## src/rtl/maze_controller.sv

```systemverilog
// Maze game core: moves a player around a fixed 16x12-cell maze, counts goals,
// and colours each VGA pixel from the raw display counters.
module maze_controller #(
    parameter int H_OFFSET = 144,
    parameter int V_OFFSET = 35,
    parameter int CELL     = 40
) (
    input  logic        clk,
    input  logic        Reset,
    input  logic        move_clk,
    input  logic        bright,
    input  logic [9:0]  hCount,
    input  logic [9:0]  vCount,
    input  logic        Up,
    input  logic        Down,
    input  logic        Left,
    input  logic        Right,
    output logic [11:0] rgb,
    output logic [3:0]  score
);

    localparam logic [3:0] START_COL = 4'd1;
    localparam logic [3:0] START_ROW = 4'd1;
    localparam logic [3:0] GOAL_COL  = 4'd14;
    localparam logic [3:0] GOAL_ROW  = 4'd10;

    // Bit 15 of each row word is column 0; rows past the bottom read as solid wall.
    function automatic logic [15:0] maze_row(input logic [3:0] r);
        case (r)
            4'd0:    maze_row = 16'hFFFF;
            4'd1:    maze_row = 16'h8001;
            4'd2:    maze_row = 16'hBFBD;
            4'd3:    maze_row = 16'h8001;
            4'd4:    maze_row = 16'hFDFF;
            4'd5:    maze_row = 16'h8001;
            4'd6:    maze_row = 16'hBFFD;
            4'd7:    maze_row = 16'h8001;
            4'd8:    maze_row = 16'hFFBF;
            4'd9:    maze_row = 16'h8001;
            4'd10:   maze_row = 16'h8001;
            default: maze_row = 16'hFFFF;
        endcase
    endfunction

    function automatic logic is_wall(input logic [3:0] c, input logic [3:0] r);
        logic [15:0] w;
        w       = maze_row(r);
        is_wall = w[4'd15 - c];
    endfunction

    logic        move_sync;
    logic        move_prev;
    logic        tick;
    logic [3:0]  buttons;
    logic [3:0]  btn_hist;
    logic [3:0]  pressed;
    logic [3:0]  player_col;
    logic [3:0]  player_row;
    logic [3:0]  tgt_col;
    logic [3:0]  tgt_row;
    logic        tgt_valid;
    logic        can_move;

    assign tick    = move_sync & ~move_prev;
    assign buttons = {Up, Down, Left, Right};
    assign pressed = buttons & ~btn_hist;

    // Highest-priority new press picks the direction even if that move is then blocked.
    always_comb begin
        tgt_col   = player_col;
        tgt_row   = player_row;
        tgt_valid = 1'b0;
        if (pressed[3]) begin
            if (player_row != 4'd0) begin
                tgt_row   = player_row - 4'd1;
                tgt_valid = 1'b1;
            end
        end else if (pressed[2]) begin
            if (player_row != 4'd11) begin
                tgt_row   = player_row + 4'd1;
                tgt_valid = 1'b1;
            end
        end else if (pressed[1]) begin
            if (player_col != 4'd0) begin
                tgt_col   = player_col - 4'd1;
                tgt_valid = 1'b1;
            end
        end else if (pressed[0]) begin
            if (player_col != 4'd15) begin
                tgt_col   = player_col + 4'd1;
                tgt_valid = 1'b1;
            end
        end
    end

    assign can_move = tick && tgt_valid && !is_wall(tgt_col, tgt_row);

    logic [9:0]  px;
    logic [9:0]  py;
    logic [9:0]  ox;
    logic [9:0]  oy;
    logic [3:0]  pix_col;
    logic [3:0]  pix_row;
    logic [11:0] pix_rgb;

    // Compare chains give floor(x/CELL) without a divider.
    always_comb begin
        px      = hCount - 10'(H_OFFSET);
        py      = vCount - 10'(V_OFFSET);
        pix_col = 4'd0;
        pix_row = 4'd0;
        for (int i = 1; i < 16; i++) begin
            if (px >= 10'(i * CELL)) pix_col = 4'(i);
        end
        for (int i = 1; i < 12; i++) begin
            if (py >= 10'(i * CELL)) pix_row = 4'(i);
        end
        ox = px - 10'(int'(pix_col) * CELL);
        oy = py - 10'(int'(pix_row) * CELL);

        if (!bright)
            pix_rgb = 12'h000;
        else if (pix_col == player_col && pix_row == player_row &&
                 ox >= 10'd8 && ox < 10'd32 && oy >= 10'd8 && oy < 10'd32)
            pix_rgb = 12'hF00;
        else if (pix_col == GOAL_COL && pix_row == GOAL_ROW)
            pix_rgb = 12'h0F0;
        else if (is_wall(pix_col, pix_row))
            pix_rgb = 12'h00F;
        else
            pix_rgb = 12'hFFF;
    end

    // Reaching the goal sends the player straight back to the start in the same edge.
    always_ff @(posedge clk) begin
        if (Reset) begin
            move_sync  <= 1'b0;
            move_prev  <= 1'b0;
            btn_hist   <= 4'd0;
            player_col <= START_COL;
            player_row <= START_ROW;
            score      <= 4'd0;
            rgb        <= 12'h000;
        end else begin
            move_sync <= move_clk;
            move_prev <= move_sync;
            rgb       <= pix_rgb;
            if (tick) btn_hist <= buttons;
            if (can_move) begin
                if (tgt_col == GOAL_COL && tgt_row == GOAL_ROW) begin
                    player_col <= START_COL;
                    player_row <= START_ROW;
                    score      <= score + 4'd1;
                end else begin
                    player_col <= tgt_col;
                    player_row <= tgt_row;
                end
            end
        end
    end

endmodule

```

## config.mk

```make
export PLATFORM = sky130hd
export DESIGN_NAME = maze_controller
export DESIGN_NICKNAME = d
export VERILOG_FILES = /design/src/rtl/maze_controller.sv
export SDC_FILE = /design/constraint.sdc
export NUM_CORES = 1
export LEC_CHECK = 0
export CORE_ASPECT_RATIO = 0.8
export CORE_MARGIN = 5
export CORE_UTILIZATION = 25
export CTS_CLUSTER_DIAMETER = 150
export DETAILED_ROUTE_END_ITERATION = 16
export PLACE_DENSITY_LB_ADDON = 0.1
export SYNTH_ARGS = -nofsm -noshare
export SYNTH_HDL_FRONTEND = slang
export SYNTH_SLANG_ARGS = --single-unit
```

## constraint.sdc

```tcl
create_clock -name clk -period 8.6 [get_ports clk]
set_clock_uncertainty 0.05 [all_clocks]
set_input_delay 0.86 -clock clk [delete_from_list [all_inputs] [get_ports clk]]
set_output_delay 0.86 -clock clk [all_outputs]
set_load 0.01 [all_outputs]
```

* After elaboration in Yosys (flattened, before gate mapping)
Memories as Yosys holds them, arrays and structs flattened. Index checks and enable logic that the tools add are counted.
Word-level totals: output and inout port bits 16, memories 2, RAM bits 0, register bits after elaboration 30, ROM bits 448, input bits 28, logic and storage cells 141, bits in latches 0
Operators by class: $mul 2, equality and inequality tests 8, divide/modulo/power cells 0, $add $sub $neg 11, reduce and logical (&&, ||, !) cells 16, multiplexer cells 56, bitwise gates (word level) 5, shift operators 0, $lt $le $gt $ge 32
Memories:
- (no name shown) | words 16, bits a word 14, rd ports 1, clocked after memory_dff 0, wr ports 0, line 29 | case (r)
- (no name shown) | words 16, bits a word 14, rd ports 1, clocked after memory_dff 0, wr ports 0, line 29
Operator list (count):
- 2-to-1 mux 4 bit | 36
- >= comparator 10 x 9 -> 1 bit, second input constant | 11
- >= comparator 10 x 8 -> 1 bit, second input constant | 6
- 2-to-1 mux 16 bit | 3
- >= comparator 10 x 7 -> 1 bit, second input constant | 4
- 2-to-1 mux 12 bit | 3
- >= comparator 10 bit, second input constant | 3
- >= comparator 10 x 4 -> 1 bit, second input constant | 2
- >= comparator 10 x 6 -> 1 bit, second input constant | 2
- less-than comparator 10 x 6 -> 1 bit, second input constant | 2
- subtractor 10 bit | 2
- == test 4 bit, second input constant | 4
- multiplier 4 x 3 -> 7 bit, second input constant | 2
- adder 4 x 1 -> 4 bit, second input constant | 3
- 2-to-1 mux 1 bit | 12
- less-than comparator 4 x 5 -> 1 bit, second input constant | 2
- subtractor 10 x 6 -> 10 bit, second input constant | 1
- subtractor 10 x 8 -> 10 bit, second input constant | 1
- logical AND 1 bit | 9
- binary-select mux 1 bit (select 4 bit) | 2
- == test 4 bit | 2
- inequality test 4 bit, second input constant | 2
- nonzero test 4 bit | 2
- subtractor 4 x 1 -> 4 bit, second input constant | 2
- 10 further kinds | 12

* Logic depth before layout (Yosys ltp)
Gate-level depths: netlist of the first run.
word-level depth 31, depth in mapped cells 26, gate-level depth less buffers 25

* Worst setup path after synthesis of the first run
No wires, ideal clock.
kind input port to flip-flop, start input vCount[4], end register rgb[6], cell stages on the path 22, setup time 121 ps, required time 8429 ps, path slack 2741 ps, arrival time 5688 ps, buffers on the path 1, cells stage by stage clkbuf_1 a2111o_4 a2111oi_4 xor2_1 nor2_2 inv_2 a2111oi_4 ha_1 ha_1 inv_1 fa_1 xnor2_1 ha_1 inv_1 nor3_1 or4_1 a2111oi_0 and3b_1 o21ai_0 a2111oi_0 o2111a_1 a211oi_1
On the way: word-level cells in the longest chain between the ends 21, elaborated cells between the ends (all ways) 44, those cells by class add/sub (2); mul (1); order compare (13); eq/ne (2); mux (18); reduce/logical (7); memory (1)
Ends and longest elaborated chain:
- start: declaration | line 13 | input logic [9:0] vCount,
- subtractor 10 x 6 -> 10 bit (*) | line 109 | py = vCount - 10'(V_OFFSET);
- branches (longest 20 deep; another with >= comparator 10 x 6 -> 1 bit)
- end signal: assignment | line 147 | rgb <= pix_rgb;
- end: declaration | line 18 | output logic [11:0] rgb,
Mark *: on every way between the ends. The select of a mux whose other input is x is not followed. A chain may end at the register's enable or synchronous reset.

* Worst setup path after layout of the first run
start input hCount[4], end register rgb[6]
On the way: word-level cells in the longest chain between the ends 25, elaborated cells between the ends (all ways) 49, those cells by class add/sub (3); mul (1); order compare (17); eq/ne (2); mux (19); reduce/logical (7)
Ends and longest elaborated chain:
- start: declaration | line 12 | input logic [9:0] hCount,
- subtractor 10 x 8 -> 10 bit (*) | line 108 | px = hCount - 10'(H_OFFSET);
- >= comparator 10 x 6 -> 1 bit | line 113 | if (px >= 10'(i * CELL)) pix_col = 4'(i);
- 2-to-1 mux 1 bit | line 113
- 2-to-1 mux 4 bit (14 in series) | line 113
- multiplier 4 x 3 -> 7 bit | line 118 | ox = px - 10'(int'(pix_col) * CELL);
- subtractor 10 bit | line 118
- >= comparator 10 x 4 -> 1 bit | line 124 | ox >= 10'd8 && ox < 10'd32 && oy >= 10'd8 && oy < 10'd32)
- logical AND 1 bit | line 123 | else if (pix_col == player_col && pix_row == player_row &&
- logical AND 1 bit (3 in series) | line 124
- OR reduction 3 bit (no source line)
Mark *: on every way between the ends. The rest lies on a longest branch, timed or not. The select of a mux whose other input is x is not followed.

==> results of run 1 <==
cells by family (layout without fill, tap and decap cells):
family / Yosys count / after routing / share of synthesized area (%)
xor gates and xnor gates: 23 / 23 / 4.54
DFF: 21 / 21 / 9.48
AOI/OAI and AO/OA: 194 / 194 / 33.5
muxes: 21 / 21 / 4.97
and+or+nand+nor: 218 / 218 / 26.7
adders and majority gates: 40 / 40 / 12.0
buffers and inverters: 95 / 104 / 8.92
power breakdown:
part           leakage [nW]  switching, mW  internal (mW)  total, mW
clock network        0.0409         0.0405         0.0627      0.103
registers             0.171        0.00558          0.102      0.107
logic                  1.64          0.234          0.164      0.397
Yosys cell counts, types with 4 or more instances:
cell type,number
nand3_1,17
nor3_1,27
nand4_1,11
or2_2,4
xor2_1,5
nor4_1,8
buf_2,4
or4_1,7
a21oi_1,30
nand2b_1,12
o21ai_0,34
o211ai_1,14
mux2i_1,13
and3_1,10
a31oi_1,6
a2111oi_0,4
o32ai_1,5
nor2_1,40
o21a_1,8
fa_1,4
nor2b_1,17
and2_1,5
dfxtp_1,21
mux2_2,7
o22ai_1,6
o31ai_1,7
or3_1,8
o31a_1,5
buf_4,9
a211oi_1,11
clkbuf_1,25
inv_1,53
ha_1,36
nand2_1,31
xnor2_1,18
worst max path at each step:
stage | endpoint | slack [ns] | cells past startpoint
2_1_floorplan | rgb[6]$_SDFF_PP0_ | 2.74 | 22
3_5_place_dp | rgb[6]$_SDFF_PP0_ | 1.15 | 24
6_report | rgb[6]$_SDFF_PP0_ | 1.39 | 24
3_3_place_gp | rgb[6]$_SDFF_PP0_ | 1.17 | 23
4_1_cts | rgb[6]$_SDFF_PP0_ | 1.41 | 24
5_1_grt | rgb[6]$_SDFF_PP0_ | 0.65 | 24
state kept, by name, indices dropped and copies added, names as in the netlist:
register and count:
btn_hist 4, rgb 3, move_prev 1, move_sync 1
player_row 4, player_col 4, score 4
area by class of cell:
cell class              instances  area (sq um)
multi-input cells             496          3620
repair buffers                 44           438
inverters                      56           210
clock buffers                   3          75.1
fillers                      1862         12300
clock inverters                 1          5.00
flip-flops and latches         21           420
well taps                     225           282
routing by layer:
metal | global-route usage [%] | share of wire [%] | vias up
met5 | 0 | 0 | -
met4 | 0.853 | 0.39 | 0
met3 | 2.32 | 4.4 | 8
met2 | 20.0 | 41 | 110
met1 | 19.9 | 54 | 2182
li1 | - | - | 2319
==> results.yml, run 1 <==
floorplan:
  die_y_microns: 129
  start_util_pct: 25.5
  ioPinCount: 44
  dieArea_sq_um: 20500
  core_sq_um: 17400
  num_rows: 43
  die_w_microns: 159
sta:
  hold_ws_ns: 0.407
  finalCriticalPeriod_ns: 7.21
  drv_slew: 0
  setup_viol: 0
  timing.final.crit_share_pct: 83.8
  setup-tns-final_ns: 0
  worst_slew_pin_slew_ns: 0.962
  rsz0062_at_grt: "no"
  relSlewSlack_pct: 35.7
  hold_viol: 0
  setup_ws_ns: 1.39
  fmax_mhz: 139
critical_path:
  arrival_ns: 7.30
  critPathKind: "in -> reg"
  cp_max_fo: 17
  cp-startpoint: "hCount[4]"
  critical_path_buf_inv_count: 4
  critPathCaptureType: "flop"
  required_ns: 8.70
  crit_chain: "clkdlybuf4s50_1 > inv_1 > ha_1 > xnor2_1 > o211ai_1 > a32oi_2 > o21ai_0 > a32oi_1 > nand2_1 > inv_1 > ha_1 > ha_1 > inv_1 > fa_1 > xor2_1 > ha_1 > nand2_1 > o211ai_1 > a2111oi_0 > and3b_1 > o21ai_0 > a2111oi_0 > o2111a_1 > a211oi_1"
  crit_path_frequent_cell: "ha_1"
  rr_startpoint: "player_col[0]$_SDFFE_PP1P_"
  rr_worst_depth: 11
  cp_slowest_cell: "clkdlybuf4s50_1"
  crit_path_start_kind: "input pin"
  r2r_setup_slack_ns: 4.42
  r2r-end: "score[3]$_SDFFE_PP0P_"
  cpPeakStageDelay_ns: 0.80
  crit_family: "compound AO/OA/AOI/OAI gates"
cells_and_area:
  drive_above_1_share_pct: 6.44
  syn_to_final_growth_pct: 13.9
  num-nets-final: 690
  stdcell_count: 846
  diodes: 0
  layout_common_cells: "inv_1, clkdlybuf4s50_1, nor2_1"
  stdcell_area_sq_um: 5050
  layout_commonest_cell: "inv_1"
  fin_util_pct: 29.1
detailed_routing:
  totalWireLength_mm: 14.0
  dr.pass1.iters: 5
  ant_nets: 0
  vias: 4619
  vias_per_cell: 5.46
  wl_per_cell_microns: 16.5
  drc: 0
  dr.first_iter.drc_count: 252
yosys:
  netlist.area_leader.share_pct: 10.2
  synth_area_leaders: "ha_1, dfxtp_1, inv_1"
  synthFlopType: "dfxtp_1"
  netlist_instances: 612
  postSynthAreaPerCell_sq_um: 7.25
  ys_seq_area_share_pct: 9.48
  synth_edf_count: 0
  ys_types: 89
  yosysWarnings: 0
  yosysTopAreaCell: "ha_1"
  netlist_area_sq_um: 4430
  ys_seq_elements: 21
  synth_nets: 680
  synthArstFlopShare_pct: 0
placement:
  pre_cts_slack_ns: 1.15
  routabilityCongestion: 0.849
  dp_cells: 842
  dpl.hpwl_mm: 11.3
  place_area_sq_um: 4970
  io_buffers: 43
power:
  p_total_mw: 0.608
  p_leak_nw: 1.86
  power_density_nw_per_um2: 120
  ir_drop_v: 0.0000490
clock_tree:
  clk_pin_slew_ns: 0.06
  clk_latency_ns: 0.26
  max-clock-path-buffers: 2
  clkSinkCount: 21
  h-tree-depth: 1
  cts_root_buf: "clkbuf_16"
  cts_tree: "done"
  holdBufCountCts: 0
  cts_made_buffers: 3
  ctsResizeCount: 0
  cts_setup_buffers: 0
grt:
  overflow: 0
  antenna_found_initial: 0
  grt_max_degree: 28
  grt_pass1_vias: 4236
  grtUsageTotal_pct: 13.0
  grt_pass1_wl_mm: 22.8
min_path:
  worstHoldPathType: "reg -> reg"
  worstHoldEndpoint: "move_prev$_SDFF_PP0_"
  hold_start: "move_sync$_SDFF_PP0_"
  hold_depth: 1
run:
  cap_viol_max_count: 0
status:
  status: "complete, no violations"
Note: power is estimated with default switching activity, not from simulation.
==> run 2: changes to the inputs <==
Clock period 8.6 ns to 6 ns, I/O delays scaled along.
==> run 2 against run 1 <==
Compared with the run above: hold slack gained 0.0018 ns; die area is the same; design area rose by 20%; count of clock-buffer cells in the layout unchanged; worst setup slack got worse by 1.1 ns; critical path depth is 1 lower; sequential cell count is the same; sequential power grew 44%; combinational power up 79%; cell count increased by 14%; core utilization up 5.8 points.
==> results.yml, run 2 (synthesized netlist as in run 1, its figures left out) <==
status:
  status: "complete, no violations"
power:
  ir_drop_v: 0.0000763
  p_leak_nw: 2.49
  power_density_nw_per_um2: 167
sta:
  setup_viol: 0
  timing.final.crit_share_pct: 95.7
  setup_ws_ns: 0.257
  relSlewSlack_pct: 36.7
  finalCriticalPeriod_ns: 5.74
  drv_slew: 0
  fmax_mhz: 174
  worst_slew_pin_slew_ns: 0.947
  setup-tns-final_ns: 0
  hold_viol: 0
  rsz0062_at_grt: "no"
  hold_ws_ns: 0.409
clock_tree:
  max-clock-path-buffers: 2
  clk_latency_ns: 0.26
  holdBufCountCts: 0
  clk_pin_slew_ns: 0.06
  clkSinkCount: 21
  cts_tree: "done"
  cts_made_buffers: 3
  cts_root_buf: "clkbuf_16"
  h-tree-depth: 1
cells_and_area:
  layout_common_cells: "buf_4, inv_1, nor2_1"
  drive_above_1_share_pct: 24.3
  layout_commonest_cell: "buf_4"
  diodes: 0
  nFillCells: 1853
  num-nets-final: 807
  stdcell_count: 963
  syn_to_final_growth_pct: 36.4
floorplan:
  ioPinCount: 44
  core_sq_um: 17400
  dieArea_sq_um: 20500
  start_util_pct: 25.5
  die_w_microns: 159
  num_rows: 43
  die_y_microns: 129
placement:
  dp_cells: 955
  pre_cts_slack_ns: -0.294
  routabilityCongestion: 0.868
  io_buffers: 43
  dpl.hpwl_mm: 12.4
critical_path:
  arrival_ns: 5.84
  rr_startpoint: "player_col[0]$_SDFFE_PP1P_"
  required_ns: 6.10
  critPathCaptureType: "flop"
  crit_path_start_kind: "input pin"
  r2r_setup_slack_ns: 1.86
  critPathKind: "in -> reg"
  cp_max_fo: 4
  r2r-end: "player_row[1]$_SDFFE_PP0P_"
  rr_worst_depth: 11
grt:
  grt_max_degree: 28
  grt_pass1_wl_mm: 24.9
  antenna_found_initial: 0
  overflow: 0
  grtUsageTotal_pct: 14.2
  grt_pass1_vias: 4831
detailed_routing:
  totalWireLength_mm: 15.0
  dr.pass1.iters: 5
  ant_nets: 0
  wl_per_cell_microns: 15.6
  drc: 0
  vias: 5093
  vias_per_cell: 5.29
  dr.first_iter.drc_count: 247
min_path:
  hold_depth: 1
  worstHoldEndpoint: "move_prev$_SDFF_PP0_"
  worstHoldPathType: "reg -> reg"
  hold_start: "move_sync$_SDFF_PP0_"
run:
  cap_viol_max_count: 0
==> run 2: cell count changes in the layout (fill, tap and decap cells not counted), sizes merged <==
| cell | change |
|---|---|
| buf | +117 |
| clkdlybuf4s50 | -5 |
| dlymetal6s2s | +5 |
==> run 2: power by group <==
group          internal (mW)  total, mW  switching [mW]
combinational          0.338      0.710           0.372
clock                 0.0899      0.148          0.0581
sequential             0.146      0.154         0.00832
==> run 2: worst max-delay path by stage <==
stage,from,end,slack [ns],depth (start not counted)
2_1_floorplan,vCount[4],rgb[6]$_SDFF_PP0_,0.40,22
5_1_grt,vCount[1],rgb[6]$_SDFF_PP0_,0.009,24
3_3_place_gp,vCount[0],rgb[6]$_SDFF_PP0_,-0.27,22
4_1_cts,vCount[0],rgb[6]$_SDFF_PP0_,0.02,25
6_report,vCount[1],rgb[6]$_SDFF_PP0_,0.26,23
3_5_place_dp,vCount[0],rgb[6]$_SDFF_PP0_,-0.29,22
==> run 2: repair_timing <==
| action | in CTS | in global routing |
|---|---|---|
| setup buffers | 0 | 4 |
| endpoints found under the setup margin | 2 | 3 |
| pin swaps | 4 | 15 |
| gates resized for setup | 4 | 27 |
==> run 2: final cells by class <==
class	instances	area, sq um	area share, %
flip-flops and latches	21	420	6.95
repair buffers	161	1330	22.0
clock inverters	1	5.00	0.0827
well taps	225	282	4.65
clock buffers	3	75.1	1.24
multi-input cells	496	3730	61.6
inverters	56	210	3.47
==> run 2: per-stage QoR <==
stage	utilization [%]	cell area (sq um)	total power [mW]
after floorplan	-	4430	0.573
after global placement	33.5	5820	0.841
after detailed placement	33.5	5820	0.840
after CTS	34.0	5920	1.00
after global routing	34.8	6050	1.11
final	34.8	6050	1.01
==> run 2: critical path, cell delays in order <==
cell and delay, ns:
dlymetal6s2s_1 0.15, buf_4 0.15, a2111o_4 0.51, a2111oi_4 0.50, xnor2_2 0.20, buf_4 0.15, o21ai_0 0.08, or2_2 0.32
ha_1 0.29, ha_2 0.17, inv_1 0.05, fa_2 0.33, xnor2_1 0.13, ha_1 0.32, inv_2 0.09, nor3_1 0.04
or4_1 0.50, a2111oi_2 0.29, and3b_2 0.24, o21ai_0 0.08, a2111oi_1 0.33, o2111a_1 0.27, a211oi_1 0.05
==> run 2: metal layers <==
layer / global-route usage [%] / share of wire (%) / up-vias
met3: 2.35 / 4.7 / 10
met1: 20.9 / 52 / 2407
li1: - / - / 2544
met4: 1.76 / 0.78 / 0
met5: 0 / 0 / -
met2: 22.3 / 43 / 132
==> run 3: changes to the inputs <==
Settings changed: CTS_BUF_LIST from default to sky130_fd_sc_hd__clkbuf_8.
==> run 3 against run 2 <==
Compared with the run above: cell count rose by 0.10%; clock power is 32% lower; register-to-register slack better by 0.03 ns; power is 4.5% lower; global-route usage fell by 0.081 points; hold slack gained 0.0034 ns; sequential power about the same; die area unchanged; combinational power about the same; sequential share of layout area about the same; largest power group unchanged.
==> results.yml, run 3 (synthesized netlist as in run 1, its figures left out) <==
clock_tree:
  clk_latency_ns: 0.28
  cts_tree: "done"
  clkSinkCount: 21
  cts_root_buf: "clkbuf_8"
  h-tree-depth: 1
  cts_made_buffers: 3
  clk_pin_slew_ns: 0.08
  holdBufCountCts: 0
  max-clock-path-buffers: 2
grt:
  use_met3_pct: 2.26
  antenna_found_initial: 0
  busiest_layer: "met2"
  grt_pass1_vias: 4834
  met1_usage_pct: 20.9
  use_met2_pct: 22.4
  grt_pass1_wl_mm: 24.9
  grt_max_degree: 28
  overflow: 0
  grtUsageTotal_pct: 14.1
critical_path:
  cp_slowest_cell: "o41a_1"
  crit_path_frequent_cell: "ha_1"
  arrival_ns: 5.82
  cp_max_fo: 5
  critPathCaptureType: "flop"
  required_ns: 6.12
  critPathKind: "in -> reg"
  cpPeakStageDelay_ns: 0.51
  crit_path_start_kind: "input pin"
  crit_chain: "dlymetal6s2s_1 > ha_4 > o41a_1 > nor4b_2 > a41oi_2 > a22oi_2 > a21oi_1 > or2_2 > ha_1 > ha_1 > inv_1 > fa_1 > xnor2_1 > ha_1 > inv_2 > nor3_1 > or4_1 > a2111oi_2 > and3b_2 > o21ai_0 > a2111oi_1 > o2111a_1 > a211oi_1"
cells_and_area:
  syn_to_final_growth_pct: 36.5
  drive_above_1_share_pct: 24.1
  layout_common_cells: "buf_4, inv_1, nor2_1"
  nFillCells: 1849
  stdcell_count: 964
  num-nets-final: 808
  layout_commonest_cell: "buf_4"
  diodes: 0
sta:
  rsz0062_at_grt: "no"
  setup_ws_ns: 0.298
  drv_slew: 0
  worst_slew_pin_slew_ns: 0.953
  relSlewSlack_pct: 36.2
  finalCriticalPeriod_ns: 5.70
  fmax_mhz: 175
  hold_ws_ns: 0.412
  setup-tns-final_ns: 0
  hold_viol: 0
  timing.final.crit_share_pct: 95.0
  setup_viol: 0
power:
  ir_drop_v: 0.0000719
  power_density_nw_per_um2: 160
  p_leak_nw: 2.49
  p_total_mw: 0.967
detailed_routing:
  totalWireLength_mm: 15.1
  vias: 5097
  drc: 0
  dr.first_iter.drc_count: 269
  ant_nets: 0
  vias_per_cell: 5.29
  dr.pass1.iters: 5
  wl_per_cell_microns: 15.7
floorplan:
  dieArea_sq_um: 20500
  die_y_microns: 129
  num_rows: 43
  ioPinCount: 44
  core_sq_um: 17400
  die_w_microns: 159
  start_util_pct: 25.5
placement:
  dp_cells: 955
  routabilityCongestion: 0.868
  pre_cts_slack_ns: -0.294
  dpl.hpwl_mm: 12.4
  io_buffers: 43
run:
  cap_viol_max_count: 0
min_path:
  worstHoldPathType: "reg -> reg"
status:
  status: "complete, no violations"
## run 3: layout make-up
| class | count | area, sq um | area share, % |
|---|---|---|---|
| Inverter | 56 | 210 | 3.47 |
| Multi-Input combinational cell | 496 | 3750 | 62.0 |
| Clock inverter | 1 | 5.00 | 0.0827 |
| Sequential cell | 21 | 420 | 6.95 |
| Clock buffer | 3 | 41.3 | 0.682 |
| Timing Repair Buffer | 162 | 1340 | 22.1 |
| Tap cell | 225 | 282 | 4.65 |
## run 3: worst paths after layout
check                                   from                    endpoint  slack (ns)  cells past startpoint
setup / recovery                   vCount[1]           rgb[6]$_SDFF_PP0_        0.30                     23
setup reg to reg  player_col[0]$_SDFFE_PP1P_  player_row[1]$_SDFFE_PP0P_        1.89                     11
hold / removal          move_sync$_SDFF_PP0_        move_prev$_SDFF_PP0_        0.41                      1
hold reg to reg         move_sync$_SDFF_PP0_        move_prev$_SDFF_PP0_        0.41                      1
## run 3: what timing repair did
| action | CTS | global route |
|---|---|---|
| buffers inserted | 0 | 5 |
| gates resized for setup | 3 | 29 |
| endpoints found under the setup margin | 2 | 3 |
| pin swaps | 0 | 19 |
## run 3: where the power goes
part	internal (mW)	leakage, nW	switching, mW
clock	0.0466	0.0255	0.0544
sequential	0.145	0.171	0.00831
combinational	0.339	2.30	0.373
total	0.531	2.49	0.435
## run 3: layer usage
layer	wire (microns)	up-vias	share of wire, %
met4	93	0	0.62
li1	-	2556	-
met1	7810	2412	52
met3	707	8	4.7
met5	0	-	0
met2	6510	121	43
## run 3: per-stage QoR
step / cell area (sq um) / utilization, %
2_1_floorplan: 4430 / -
3_3_place_gp: 5820 / 33.5
3_5_place_dp: 5820 / 33.5
4_1_cts: 5880 / 33.8
5_1_grt: 6050 / 34.8
6_report: 6050 / 34.8
## run 3: critical path: cells and delay by family
family	cells	cell delay [ns]
XOR/XNOR	1	0.14
AND/OR/NAND/NOR	5	1.37
buffers and inverters	3	0.30
AO/OA/AOI/OAI	9	2.07
adder cells (fa/ha/maj)	5	1.33
